--- src/rtl/mul_sequencer.sv ---
// Shift-add unsigned multiplier controller that borrows the shared execute-stage ALU
// for one add per iteration; returns the low (MUL) or high (MULHU) product half.
package mul_sequencer_pkg;
    typedef enum logic [3:0] {
        ALU_ADD, ALU_SUB, ALU_AND, ALU_OR, ALU_XOR,
        ALU_SLL, ALU_SRL, ALU_SRA, ALU_SLT, ALU_SLTU
    } alu_ops_e;
endpackage

module mul_sequencer
    import mul_sequencer_pkg::*;
#(
    parameter int DATA_WIDTH = 32
) (
    input  logic                  i_clk,
    input  logic                  i_rst,
    input  logic                  i_start,
    input  logic                  i_op_hi,
    input  logic [DATA_WIDTH-1:0] i_src_a,
    input  logic [DATA_WIDTH-1:0] i_src_b,
    output logic                  o_busy,
    output logic                  o_done,
    output logic [DATA_WIDTH-1:0] o_result,
    output logic [DATA_WIDTH-1:0] o_alu_a,
    output logic [DATA_WIDTH-1:0] o_alu_b,
    output alu_ops_e              o_alu_op,
    input  logic [DATA_WIDTH-1:0] i_alu_result
);
    localparam int W  = DATA_WIDTH;
    localparam int CW = $clog2(W) + 1;

    typedef enum logic [1:0] {S_IDLE, S_RUN, S_DONE} state_e;

    state_e          r_state;
    state_e          w_state_nxt;
    logic [W-1:0]    r_mcand;
    logic [W-1:0]    r_acc_hi;
    logic [W-1:0]    r_acc_lo;
    logic            r_sel_hi;
    logic [CW-1:0]   r_count;
    logic [W-1:0]    r_result;
    logic            r_busy;
    logic            r_done;

    logic            w_run;
    logic            w_accept;
    logic            w_last;
    logic            w_carry;
    logic [W-1:0]    w_acc_hi_nxt;
    logic [W-1:0]    w_acc_lo_nxt;

    assign w_run    = (r_state == S_RUN);
    assign w_accept = i_start && (r_state == S_IDLE || r_state == S_DONE);
    assign w_last   = (r_count == CW'(W - 1));

    // The ALU wraps at W bits; a wrapped sum is smaller than the addend it started from.
    assign w_carry      = (i_alu_result < r_acc_hi);
    assign w_acc_hi_nxt = {w_carry, i_alu_result[W-1:1]};
    assign w_acc_lo_nxt = {i_alu_result[0], r_acc_lo[W-1:1]};

    assign o_alu_a  = w_run ? r_acc_hi : '0;
    assign o_alu_b  = (w_run && r_acc_lo[0]) ? r_mcand : '0;
    assign o_alu_op = ALU_ADD;
    assign o_busy   = r_busy;
    assign o_done   = r_done;
    assign o_result = r_result;

    always_comb begin
        w_state_nxt = r_state;
        case (r_state)
            S_IDLE:  if (i_start) w_state_nxt = S_RUN;
            S_RUN:   if (w_last) w_state_nxt = S_DONE;
            S_DONE:  w_state_nxt = i_start ? S_RUN : S_IDLE;
            default: w_state_nxt = S_IDLE;
        endcase
    end

    always_ff @(posedge i_clk) begin
        if (i_rst) begin
            r_state <= S_IDLE;
            r_busy  <= 1'b0;
            r_done  <= 1'b0;
        end else begin
            r_state <= w_state_nxt;
            r_busy  <= (w_state_nxt == S_RUN);
            r_done  <= (w_state_nxt == S_DONE);
        end
    end

    always_ff @(posedge i_clk) begin
        if (i_rst) begin
            r_mcand  <= '0;
            r_acc_hi <= '0;
            r_acc_lo <= '0;
            r_sel_hi <= 1'b0;
            r_count  <= '0;
            r_result <= '0;
        end else if (w_accept) begin
            r_mcand  <= i_src_a;
            r_acc_hi <= '0;
            r_acc_lo <= i_src_b;
            r_sel_hi <= i_op_hi;
            r_count  <= '0;
        end else if (w_run) begin
            r_acc_hi <= w_acc_hi_nxt;
            r_acc_lo <= w_acc_lo_nxt;
            r_count  <= r_count + 1'b1;
            if (w_last)
                r_result <= r_sel_hi ? w_acc_hi_nxt : w_acc_lo_nxt;
        end
    end
endmodule

--- config.mk ---
export PLATFORM = sky130hd
export DESIGN_NAME = mul_sequencer
export DESIGN_NICKNAME = d
export VERILOG_FILES = /design/src/rtl/mul_sequencer.sv
export SDC_FILE = /design/constraint.sdc
export NUM_CORES = 1
export LEC_CHECK = 0
export CAP_MARGIN = 25
export CORE_ASPECT_RATIO = 1.2
export CORE_MARGIN = 10
export CORE_UTILIZATION = 47
export DETAILED_ROUTE_END_ITERATION = 8
export GPL_ROUTABILITY_DRIVEN = 0
export PLACE_DENSITY = 0.83
export SLEW_MARGIN = 20
export SYNTH_ARGS = -nofsm -noshare
export SYNTH_HDL_FRONTEND = slang
export SYNTH_SLANG_ARGS = --single-unit
export TNS_END_PERCENT = 20
--- constraint.sdc ---
create_clock -name i_clk -period 2.2 [get_ports i_clk]
set_input_delay 0.44 -clock i_clk [delete_from_list [all_inputs] [get_ports i_clk]]
set_output_delay 0.44 -clock i_clk [all_outputs]
set_load 0.01 [all_outputs]
==> metrics, run 1 <==
clock sink count 139; vias in the first global route 6413; sum of buffers and inverters on the critical path 2; maximum operating frequency 480 MHz; series of cell instances along the critical path clkdlybuf4s50_1 -> ha_1 -> a211o_1 -> a31oi_1 -> o221ai_2 -> a211oi_2 -> buf_4 -> nor3b_2 -> o32ai_1; Congestion Overflow GR 0; met1 Usage GRT 0.222; post-synthesis share of cell area spent on xor and xnor gates 0.00533; Period Utilization, post-route 0.947; Final Skew 0.00587 ns; floorplan die area 19100 um2; core outline area 13800 um2; initial cell density of the core 0.477; number of failing hold endpoints at the final stage 0; Worst Setup Slack post-DPL -0.359 ns; num rows 47; clock buffer depth 2; Synth-to-Final Area Change 45.0%; flip-flop and latch area 2780 um2; utilization of the core after routing 0.692; setup repair after global routing missed its margin false; post-layout minimum cycle time between 2 and 2.5 ns; total length of routed wires about 20000 um; vias per cell 5.31; maximum fanout encountered on the critical timing path 2; class of the most critical setup path in -> reg; Inserted Clock Buffers 17; Yosys Warn Count 0; Cell Area, Placed 8980 um2; share of synthesized area spent on multiplexers 0.0472; number of buffer cells added on primary ports 197; worst min-delay path category reg -> reg; number of buffers added to fix hold violations after cts 0; die span in y 150 um; post-synthesis cell area 6570 um2; fin nets 1142; combined global-route utilization of all metal layers 0.205; number of antenna cells inserted 0; GRT busiest layer met2; Overall Power 6.52 mW; TritonCTS clock tree done; Final Slew Violations 0; width of the chip between 100 and 150 um; post-synthesis compound-gate area fraction 0.196; initial antenna violation count 0; estimated wirelength of the detail-placed design 14900 um; final instance area 9530 um2; area share of and/or/nand/nor cells after synthesis 0.198; count of flip-flops with a built-in enable after synthesis 0; relative slew slack 0.385; Async SR Flop Fraction 0; Synth Area in Adders 0.0610; drt wl/cell 16.9 um; number of register bits inferred by synthesis 139; detailed-route DRC error count 0; standby leakage power 3.87 nW; combinational family with the most area after synthesis simple AND/OR/NAND/NOR gates; clock transition at the registers of the reported paths 0.06 ns; fill count 1136; met2 Usage GRT 0.345; insertion delay of the later-clocked pin in the worst-skew pair 0.41 ns; leading register cell type out of synthesis dfxtp_1; proportion of layout cells with a drive suffix above 1 0.125; Crit. End Element flop; DRC violation total after the first TritonRoute iteration between 300 and 400; Peak VDD IR a little under 0.5 mV; multi-input logic area 3380 um2; ANT nets after route 0; power density of the placed cells 684 nW/um2; count of mapped cells out of synthesis 798; kind of cell adding the most delay to the critical path compound AO/OA/AOI/OAI gates; Top-Level Pins around 200; part of the Yosys area used for sequential elements 0.424; total of endpoints with negative setup slack in the final report 0; CP Data Arrival Time 2.40 ns; type of element launching the critical path input pin; clock root cell clkbuf_16; pin count of the biggest net entering global routing 71; fraction of met3 tracks used by global routing 0.0824; routed vias 6344; post-synthesis cell type count 41; Req. time, crit path 2.52 ns; slowest stage delay, CP 0.43 ns; crit path max-delay cell type clkdlybuf4s50_1; wire length of the first global-routing pass 32100 um; smallest setup slack after layout 0.118 ns; number of H-tree levels 4; first-pass iteration count of the detailed router 5; mean post-synth cell area roughly 8 um2; number of violations of the max-capacitance limit 0; run status finished, final reports clean; slew at the pin with the worst max-slew slack 0.922 ns
[worst paths after layout]
path         cells after the start                      from                        end  slack [ns]
min reg2reg                      2  r_mcand[30]$_SDFFE_PP0P_   r_mcand[30]$_SDFFE_PP0P_        0.45
max reg2reg                      9  r_acc_hi[2]$_SDFFE_PP0N_  r_acc_hi[31]$_SDFFE_PP0N_        0.23
max                              9           i_alu_result[2]  r_acc_hi[31]$_SDFFE_PP0N_        0.12
min                              2  r_mcand[30]$_SDFFE_PP0P_   r_mcand[30]$_SDFFE_PP0P_        0.45
[synth_stat cells, types with 2 or more instances]
master,number,area share
nand2b_1,4,0.0038
dfxtp_1,139,0.42
buf_2,20,0.015
nor2b_1,3,0.0029
a211oi_2,29,0.055
a31oi_1,2,0.0019
inv_1,32,0.018
ha_1,32,0.061
mux2i_1,31,0.047
a21oi_1,112,0.085
nand4_1,7,0.0067
xor2_1,3,0.0040
a211oi_1,4,0.0046
buf_1,5,0.0029
o21ai_0,5,0.0038
buf_6,4,0.0069
buf_4,8,0.0091
nand2_1,170,0.097
and3_1,32,0.030
clkbuf_1,28,0.016
nand3_1,4,0.0030
nor2_1,72,0.041
a22oi_1,32,0.037
a21o_1,2,0.0023
nor3b_1,2,0.0023
[layer usage]
| metal | vias to the layer above | part of all wire |
|---|---|---|
| met5 | - | 0 |
| met4 | 0 | 0.026 |
| met3 | 33 | 0.090 |
| met2 | 195 | 0.50 |
| met1 | 2981 | 0.39 |
| li1 | 3135 | - |
[state kept, by name (all words and copies together) (netlist names), 2 cells and up]
| register | flops |
|---|---|
| r_acc_lo | 32 |
| o_result | 32 |
| r_acc_hi | 32 |
| r_state | 2 |
| r_mcand | 32 |
| r_count | 6 |
[placed cells by master (no fill, tap or decap), types with 2 or more instances in the layout]
| cell type | instances |
|---|---|
| nor2b_4 | 2 |
| clkinv_2 | 5 |
| nand2_1 | 170 |
| ha_1 | 32 |
| a211oi_1 | 3 |
| mux2i_1 | 31 |
| xor2_1 | 3 |
| nand2b_2 | 2 |
| bufinv_16 | 3 |
| dlygate4sd2_1 | 64 |
| nor3b_2 | 2 |
| a22oi_1 | 32 |
| a21o_1 | 2 |
| dfxtp_1 | 138 |
| a211oi_2 | 30 |
| conb_1 | 4 |
| inv_1 | 32 |
| a31oi_1 | 2 |
| nand2b_1 | 2 |
| o21ai_0 | 5 |
| clkdlybuf4s50_1 | 132 |
| clkbuf_16 | 17 |
| clkbuf_1 | 4 |
| and3_1 | 32 |
| nor2_1 | 72 |
| a21oi_1 | 112 |
| clkbuf_8 | 3 |
| nand4_1 | 7 |
| buf_12 | 8 |
| nor2b_1 | 2 |
| nand3_1 | 4 |
| buf_4 | 50 |
[tightest hold or removal path: cells and delay by family, from the launching register on]
| family | cells | cell delay (ns) |
|---|---|---|
| flops | 1 | 0.30 |
| compound gates | 1 | 0.05 |
| simple gates | 1 | 0.05 |
[layout make-up]
type | instances | share of cell area
Inverter | 32 | 0.0126
Multi-Input combinational cell | 565 | 0.355
Sequential cell | 139 | 0.292
Clock inverter | 8 | 0.0121
Clock buffer | 24 | 0.0506
Timing Repair Buffer | 255 | 0.255
Tap cell | 171 | 0.0225
[timing repair]
item	in CTS	in global routing
pin swaps	0	1
setup buffers	1	0
setup endpoints to repair	64	2
gates resized for setup	65	3
endpoints found under the hold margin	0	0
[cell families (layout without fill, tap and decap cells)]
group,after synthesis,after routing
flops,139,139
xor+xnor,4,4
fa+ha+maj,32,32
simple gates,303,303
other cells,1,4
compound gates,191,191
buf+inv,97,319
mux,31,31
[metrics by stage]
| stage | std cells | hold slack [ns] | setup TNS (ns) |
|---|---|---|---|
| after global placement | 1161 | 0.437 | -0.456 |
| final | 1194 | 0.449 | 0 |
| after CTS | 1194 | 0.450 | 0 |
| after floorplan | 801 | 0.432 | 0 |
| after detailed placement | 1161 | 0.442 | -0.683 |
| after global routing | 1194 | 0.464 | 0 |
[where the power goes]
group / internal, mW / total [mW] / switching (mW)
sequential: 2.63 / 2.70 / 0.0698
clock: 1.86 / 2.89 / 1.03
combinational: 0.452 / 0.934 / 0.482
No activity file was read; power rests on OpenSTA's default activity.
==> run 2, diff against run 1 <==
Settings changed: CORE_UTILIZATION 47 to 43, PLACE_DENSITY 0.83 to 0.8.
Clock period 2.2 ns to 1.8 ns, I/O delays scaled along.
==> run 2 against run 1 <==
Net effect:
- the run now ends with setup timing left
- combinational power grew 34%
- global-route usage shrank 1.0 points
- die area increased by 7.9%
- design area increased by 5.2%
- via count increased by 1.5%
- hold slack worse by 0.25 ns
- cell count grew 4.8%
- largest power group unchanged
==> metrics, run 2 (synthesized netlist as in run 1, its figures left out) <==
run status complete, but fails checks (was finished, final reports clean); failing checks setup timing; floorplan die area 20600 um2 (was 19100 um2); post-layout minimum cycle time approximately 1.9 ns; CP Data Arrival Time 1.55 ns (was 2.40 ns); Synth-to-Final Area Change 52.6% (was 45.0%); Period Utilization, post-route 1.06; clock root cell clkbuf_16 (unchanged); clock buffer depth 2 (unchanged); TritonCTS clock tree done (unchanged); Congestion Overflow GR 0 (unchanged); number of buffers added to fix hold violations after cts 0 (unchanged); met1 WL 8200 um (was 7840 um); class of the most critical setup path reg -> out (was in -> reg); count of placed standard cells in the final layout, fillers left out 1251 (was 1194); fin nets 1165 (was 1142); number of buffer cells added on primary ports 197 (unchanged); relative slew slack 0.644 (was 0.385); clock transition at the registers of the reported paths 0.06 ns (about the same); total length of routed wires 21400 um (was 20200 um); power density of the placed cells 849 nW/um2 (was 684 nW/um2); insertion delay of the later-clocked pin in the worst-skew pair 0.42 ns (was 0.41 ns); num rows 49 (was 47); Worst Setup Slack post-DPL -0.594 ns (was -0.359 ns); initial cell density of the core 0.437 (was 0.477); Final Slew Violations 0 (unchanged); core outline area 15000 um2 (was 13800 um2); clock sink count 139 (unchanged); Routed met2 length 10800 um (was 10000 um); maximum operating frequency 523 MHz; DRC violation total after the first TritonRoute iteration 376 (was 340); Crit. End Element primary output (was flop); width of the chip 133 um (was 128 um); total of endpoints with negative setup slack in the final report 39 (was 0); crit path max-delay cell type and2b_4 (was clkdlybuf4s50_1); vias per cell 5.15 (was 5.31); worst min-delay path category in -> reg (was reg -> reg); setup repair after global routing missed its margin true (was false); maximum fanout encountered on the critical timing path 8 (was 2); Top-Level Pins 202 (unchanged); fill count 1245 (was 1136); number of violations of the max-capacitance limit 0 (unchanged); detailed-route DRC error count 0 (unchanged); die span in y 155 um (was 150 um); combined global-route utilization of all metal layers 0.194 (was 0.205); drt wl/cell 17.1 um (was 16.9 um); initial antenna violation count 1 (was 0); type of element launching the critical path flop (was input pin); number of failing hold endpoints at the final stage 0 (unchanged); first-pass iteration count of the detailed router 5 (unchanged); routed wire length on met3 1880 um (was 1810 um); Final Skew 0.0106 ns (was 0.00587 ns); proportion of layout cells with a drive suffix above 1 0.242 (was 0.125); Peak VDD IR 0.579 mV (was 0.487 mV); vias in the first global route 6449 (was 6413); standby leakage power 3.92 nW (was 3.87 nW); most frequent cells in the layout nand2_1, dfxtp_1, clkdlybuf4s50_1, a21oi_1, buf_4 (was nand2_1, dfxtp_1, clkdlybuf4s50_1, a21oi_1, nor2_1); slowest stage delay, CP 0.32 ns (was 0.43 ns); Hold Worst Slack 0.202 ns (was 0.449 ns); pin count of the biggest net entering global routing 72 (was 71); ANT nets after route 0 (unchanged); Req. time, crit path 1.44 ns (was 2.52 ns); slew at the pin with the worst max-slew slack 0.533 ns (was 0.922 ns); Inserted Clock Buffers 17 (unchanged); most common cell after layout, fill and taps aside nand2_1 (unchanged); wire length of the first global-routing pass 32800 um (was 32100 um); top layer used by detailed routing met4 (unchanged); smallest setup slack after layout -0.114 ns (was 0.118 ns); Top cell by count, worst path buf_12; Inst Count DP 1208 (was 1161); number of H-tree levels 4 (unchanged); routed vias 6440 (was 6344); utilization of the core after routing 0.667 (was 0.692); sum of negative setup slack -2.44 ns (was 0 ns); estimated wirelength of the detail-placed design 15300 um (was 14900 um); series of cell instances along the critical path and2b_4 -> buf_12 -> buf_12 -> and3_4 -> buf_6 (was clkdlybuf4s50_1 -> ha_1 -> a211o_1 -> a31oi_1 -> o221ai_2 -> a211oi_2 -> buf_4 -> nor3b_2 -> o32ai_1)
[run 2: cell count changes in the layout (fill, tap and decap cells not counted), moves of 12 or more]
cell and delta:
dlygate4sd2_1 -60, nor2_1 -13, buf_6 +22, buf_4 +16, nor2_2 +12, buf_2 +36
[run 2: cell type report]
class / count / area, um2 / area share
Antenna cell: 1 / 2.50 / 0.000250
Clock buffer: 22 / 494 / 0.0493
Clock inverter: 10 / 185 / 0.0185
Inverter: 32 / 120 / 0.0120
Multi-Input combinational cell: 566 / 3550 / 0.354
Sequential cell: 139 / 2790 / 0.278
Tap cell: 204 / 255 / 0.0255
Timing Repair Buffer: 277 / 2630 / 0.262
[run 2: report_power, final]
part / switching, mW / leakage (nW) / internal, mW
Clock: 1.33 / 0.332 / 2.65
Combinational: 0.635 / 2.45 / 0.615
Sequential: 0.0769 / 1.13 / 3.21
Total: 2.05 / 3.92 / 6.47
[run 2: per-layer routing]
layer | track usage | vias to the layer above
li1 | - | 3198
met1 | 0.207 | 3016
met2 | 0.336 | 196
met3 | 0.0825 | 30
met4 | 0.0693 | 0
met5 | 0 | -
[run 2: path summary, 6_finish.rpt]
check,from,cells past startpoint,slack (ns),endpoint
worst max-delay path,r_state[1]$_SDFF_PP0_,5,-0.11,o_alu_b[17]
worst min-delay path,i_rst,2,0.20,r_state[1]$_SDFF_PP0_
worst max register to register,r_acc_hi[5]$_SDFFE_PP0N_,9,-0.02,r_acc_hi[31]$_SDFFE_PP0N_
worst min register to register,r_mcand[7]$_SDFFE_PP0P_,2,0.45,r_mcand[7]$_SDFFE_PP0P_
[run 2: timing repair]
| item | in CTS | in global routing |
|---|---|---|
| gates resized for setup | 265 | 60 |
| setup buffers | 3 | 4 |
| cloned | 0 | 3 |
| pin swaps | 5 | 9 |
| setup endpoints to repair | 129 | 127 |
[run 2: through the flow]
| stage | area [um2] | power, mW |
|---|---|---|
| after floorplan | 6580 | 3.92 |
| after global placement | 9160 | 4.49 |
| after detailed placement | 9160 | 4.52 |
| after CTS | 9740 | 8.51 |
| after global routing | 10000 | 8.84 |
| final | 10000 | 8.52 |
[run 2: critical path, delay by kind of cell (launching register included)]
kind / cells / cell delay [ns]
and+or+nand+nor: 2 / 0.50
DFF: 1 / 0.30
buffers and inverters: 3 / 0.34
==> run 3, diff against run 2 <==
Settings changed: ABC_AREA set to 1, PLACE_DENSITY 0.8 to 0.81.
==> run 3 against run 2 <==
Net effect:
- the run still ends with setup timing left
- worst setup slack improved by 0.063 ns
- routed wire length fell by 4.0%
- combinational power grew 6%
- clock-buffer cell count is 2 higher
- sequential share of layout area is 1.4 points higher
- design area fell by 4.8%
- clock power decreased by 10%
- via count increased by 2.8%
- core utilization decreased by 2.9 points
- sequential cell count unchanged
- non-clock buffer count decreased by 19
- largest cell class unchanged
- highest routed layer unchanged
==> metrics, run 3 <==
sw frac 0.249 (was 0.240); drt wl/cell 15.5 um (was 17.1 um); initial cell density of the core 0.437 (about the same); floorplan die area 20600 um2 (about the same); fill count 1339 (was 1245); share of power burned in the clock network 0.436 (was 0.467); Synth top cells by count nor2_1, dfxtp_1, inv_1 (was nand2_1, dfxtp_1, a21oi_1); most frequently used cell type in the post-synthesis netlist nor2_1 (was nand2_1); first-pass iteration count of the detailed router 5 (unchanged); vias in the first global route 6459 (was 6449); leading area contributor after synthesis dfxtp_1 (unchanged); standby leakage power 3.86 nW (was 3.92 nW); run status complete, but fails checks (unchanged); number of register bits inferred by synthesis 139 (unchanged); Peak VDD IR 0.621 mV (was 0.579 mV); proportion of layout cells with a drive suffix above 1 0.176 (was 0.242); CP Data Arrival Time 1.49 ns (was 1.55 ns); final instance area 9540 um2 (was 10000 um2); Final Skew 0.00559 ns (was 0.0106 ns); die span in y 155 um (about the same); vias per cell 4.99 (was 5.15); detailed-route DRC error count 0 (unchanged); Top-Level Pins 202 (unchanged); type of element launching the critical path flop (unchanged); most frequent cells in the layout nor2_1, dfxtp_1, clkdlybuf4s50_1, inv_1, nand2_1 (was nand2_1, dfxtp_1, clkdlybuf4s50_1, a21oi_1, buf_4); number of violations of the max-capacitance limit 0 (unchanged); num rows 49 (unchanged); wire length of the first global-routing pass 32700 um (was 32800 um); area fraction of the dominant cell type after synthesis 0.426 (was 0.424); leading register cell type out of synthesis dfxtp_1 (unchanged); TritonCTS clock tree done (unchanged); pin count of the biggest net entering global routing 45 (was 72); number of H-tree levels 4 (unchanged); Crit. End Element primary output (unchanged); clock root cell clkbuf_16 (unchanged); power density of the placed cells 861 nW/um2 (was 849 nW/um2); Synth-to-Final Area Change 46.0% (was 52.6%); class of the most critical setup path reg -> out (unchanged); most common cell after layout, fill and taps aside nor2_1 (was nand2_1); Overall Power 8.21 mW (was 8.52 mW); ANT nets after route 0 (unchanged); internal power 6.17 mW (was 6.47 mW); post-layout minimum cycle time 1.85 ns (was 1.91 ns); Hold Worst Slack 0.227 ns (was 0.202 ns); core outline area 15000 um2 (about the same); worst min-delay path category in -> reg (unchanged); DRC violation total after the first TritonRoute iteration 526 (was 376); Inserted Clock Buffers 17 (unchanged); Worst Setup Slack post-DPL -0.298 ns (was -0.594 ns); combined global-route utilization of all metal layers 0.194 (about the same); clock sink count 139 (unchanged); routed vias 6620 (was 6440); width of the chip 133 um (about the same); Switching Power 2.04 mW (was 2.05 mW); depth of the most critical reg-to-reg path 10 (was 9); mean post-synth cell area 7.31 um2 (was 8.23 um2); post-synthesis cell type count 28 (was 41); Inst Count DP 1291 (was 1208); sum of negative setup slack -0.0670 ns (was -2.44 ns); Congestion Overflow GR 0 (unchanged); failing checks setup timing (unchanged); Async SR Flop Fraction 0 (unchanged); number of buffers added to fix hold violations after cts 0 (unchanged); Req. time, crit path 1.44 ns (about the same); number of buffer cells added on primary ports 197 (unchanged); count of flip-flops with a built-in enable after synthesis 0 (unchanged); share of power burned in registers 0.402 (was 0.386); Yosys Warn Count 0 (unchanged); clock buffer depth 2 (unchanged); proportion of power drawn by combinational gates 0.162 (was 0.147); post-synthesis cell area 6540 um2 (was 6570 um2); part of the Yosys area used for sequential elements 0.426 (was 0.424); insertion delay of the later-clocked pin in the worst-skew pair 0.43 ns (was 0.42 ns); number of failing hold endpoints at the final stage 0 (unchanged); total length of routed wires 20500 um (was 21400 um); estimated wirelength of the detail-placed design 15100 um (was 15300 um); number of antenna cells inserted 0 (was 1); leading cell types by total area after synthesis dfxtp_1, nor2_1, a21oi_1 (was dfxtp_1, nand2_1, a21oi_1); hold path depth 2 (unchanged); Period Utilization, post-route 1.03 (was 1.06); smallest setup slack after layout -0.0504 ns (was -0.114 ns); fin nets 1242 (was 1165); count of mapped cells out of synthesis 894 (was 798); utilization of the core after routing 0.638 (was 0.667); Cell Area, Placed 9000 um2 (was 9160 um2); Final Slew Violations 0 (unchanged); total of endpoints with negative setup slack in the final report 4 (was 39); count of placed standard cells in the final layout, fillers left out 1326 (was 1251); setup repair after global routing missed its margin true (unchanged); clock transition at the registers of the reported paths 0.06 ns (about the same); maximum operating frequency 540 MHz (was 523 MHz); maximum fanout encountered on the critical timing path 26 (was 8); initial antenna violation count 0 (was 1)
-- run 3: cell families after synthesis --
logic type / Yosys count / synth area share
AOI/OAI and AO/OA: 218 / 0.200
DFF: 139 / 0.426
and+or+nand+nor: 328 / 0.203
adders and majority gates: 32 / 0.0612
other: 1 / 0.000574
buffers and inverters: 175 / 0.108
xor gates and xnor gates: 1 / 0.00134
-- run 3: worst paths after layout --
| check | from | end | slack, ns |
|---|---|---|---|
| max | r_state[0]$_SDFF_PP0_ | o_alu_a[8] | -0.05 |
| max reg2reg | r_state[0]$_SDFF_PP0_ | r_acc_lo[4]$_SDFFE_PP0P_ | 0.10 |
| min reg2reg | o_result[1]$_SDFFE_PP0P_ | o_result[1]$_SDFFE_PP0P_ | 0.46 |
| min | i_rst | o_result[30]$_SDFFE_PP0P_ | 0.23 |
-- run 3: layout make-up --
| type | instances | area, um2 | share of cell area |
|---|---|---|---|
| multi-input combinational | 583 | 3200 | 0.335 |
| sequential | 139 | 2790 | 0.292 |
| inverter | 111 | 419 | 0.0439 |
| timing repair buffer | 258 | 2280 | 0.239 |
| clock inverter | 7 | 113 | 0.0118 |
| tap | 204 | 255 | 0.0267 |
| clock buffer | 24 | 492 | 0.0515 |
-- run 3: power groups by stage --
stage / Clock [mW] / Combinational, mW / Sequential (mW)
2_1_floorplan: 0 / 0.701 / 3.35
3_3_place_gp: 0 / 1.24 / 3.36
3_5_place_dp: 0 / 1.26 / 3.36
4_1_cts: 3.63 / 1.30 / 3.30
5_1_grt: 3.76 / 1.49 / 3.32
6_report: 3.58 / 1.33 / 3.30
-- run 3: critical path, cell delays in order, from the launching register on --
cell	delay, ns
dfxtp_2	0.32
inv_2	0.04
nor2_4	0.14
inv_4	0.09
buf_12	0.16
nor2_2	0.08
clkdlybuf4s15_2	0.22
-- run 3: metal layers --
metal / vias to the layer above / GRT usage / wire length, um
met4: 0 / 0.0871 / 513
met2: 220 / 0.316 / 9640
met3: 31 / 0.0780 / 1710
met1: 3005 / 0.219 / 8630
met5: - / 0 / 0
li1: 3364 / - / -
-- run 3: what timing repair did --
| action | in CTS | in global routing |
|---|---|---|
| gates resized for setup | 278 | 32 |
| gates cloned | 1 | 0 |
| setup endpoints to repair | 65 | 96 |
| setup buffers | 3 | 0 |
| pin swaps | 1 | 1 |
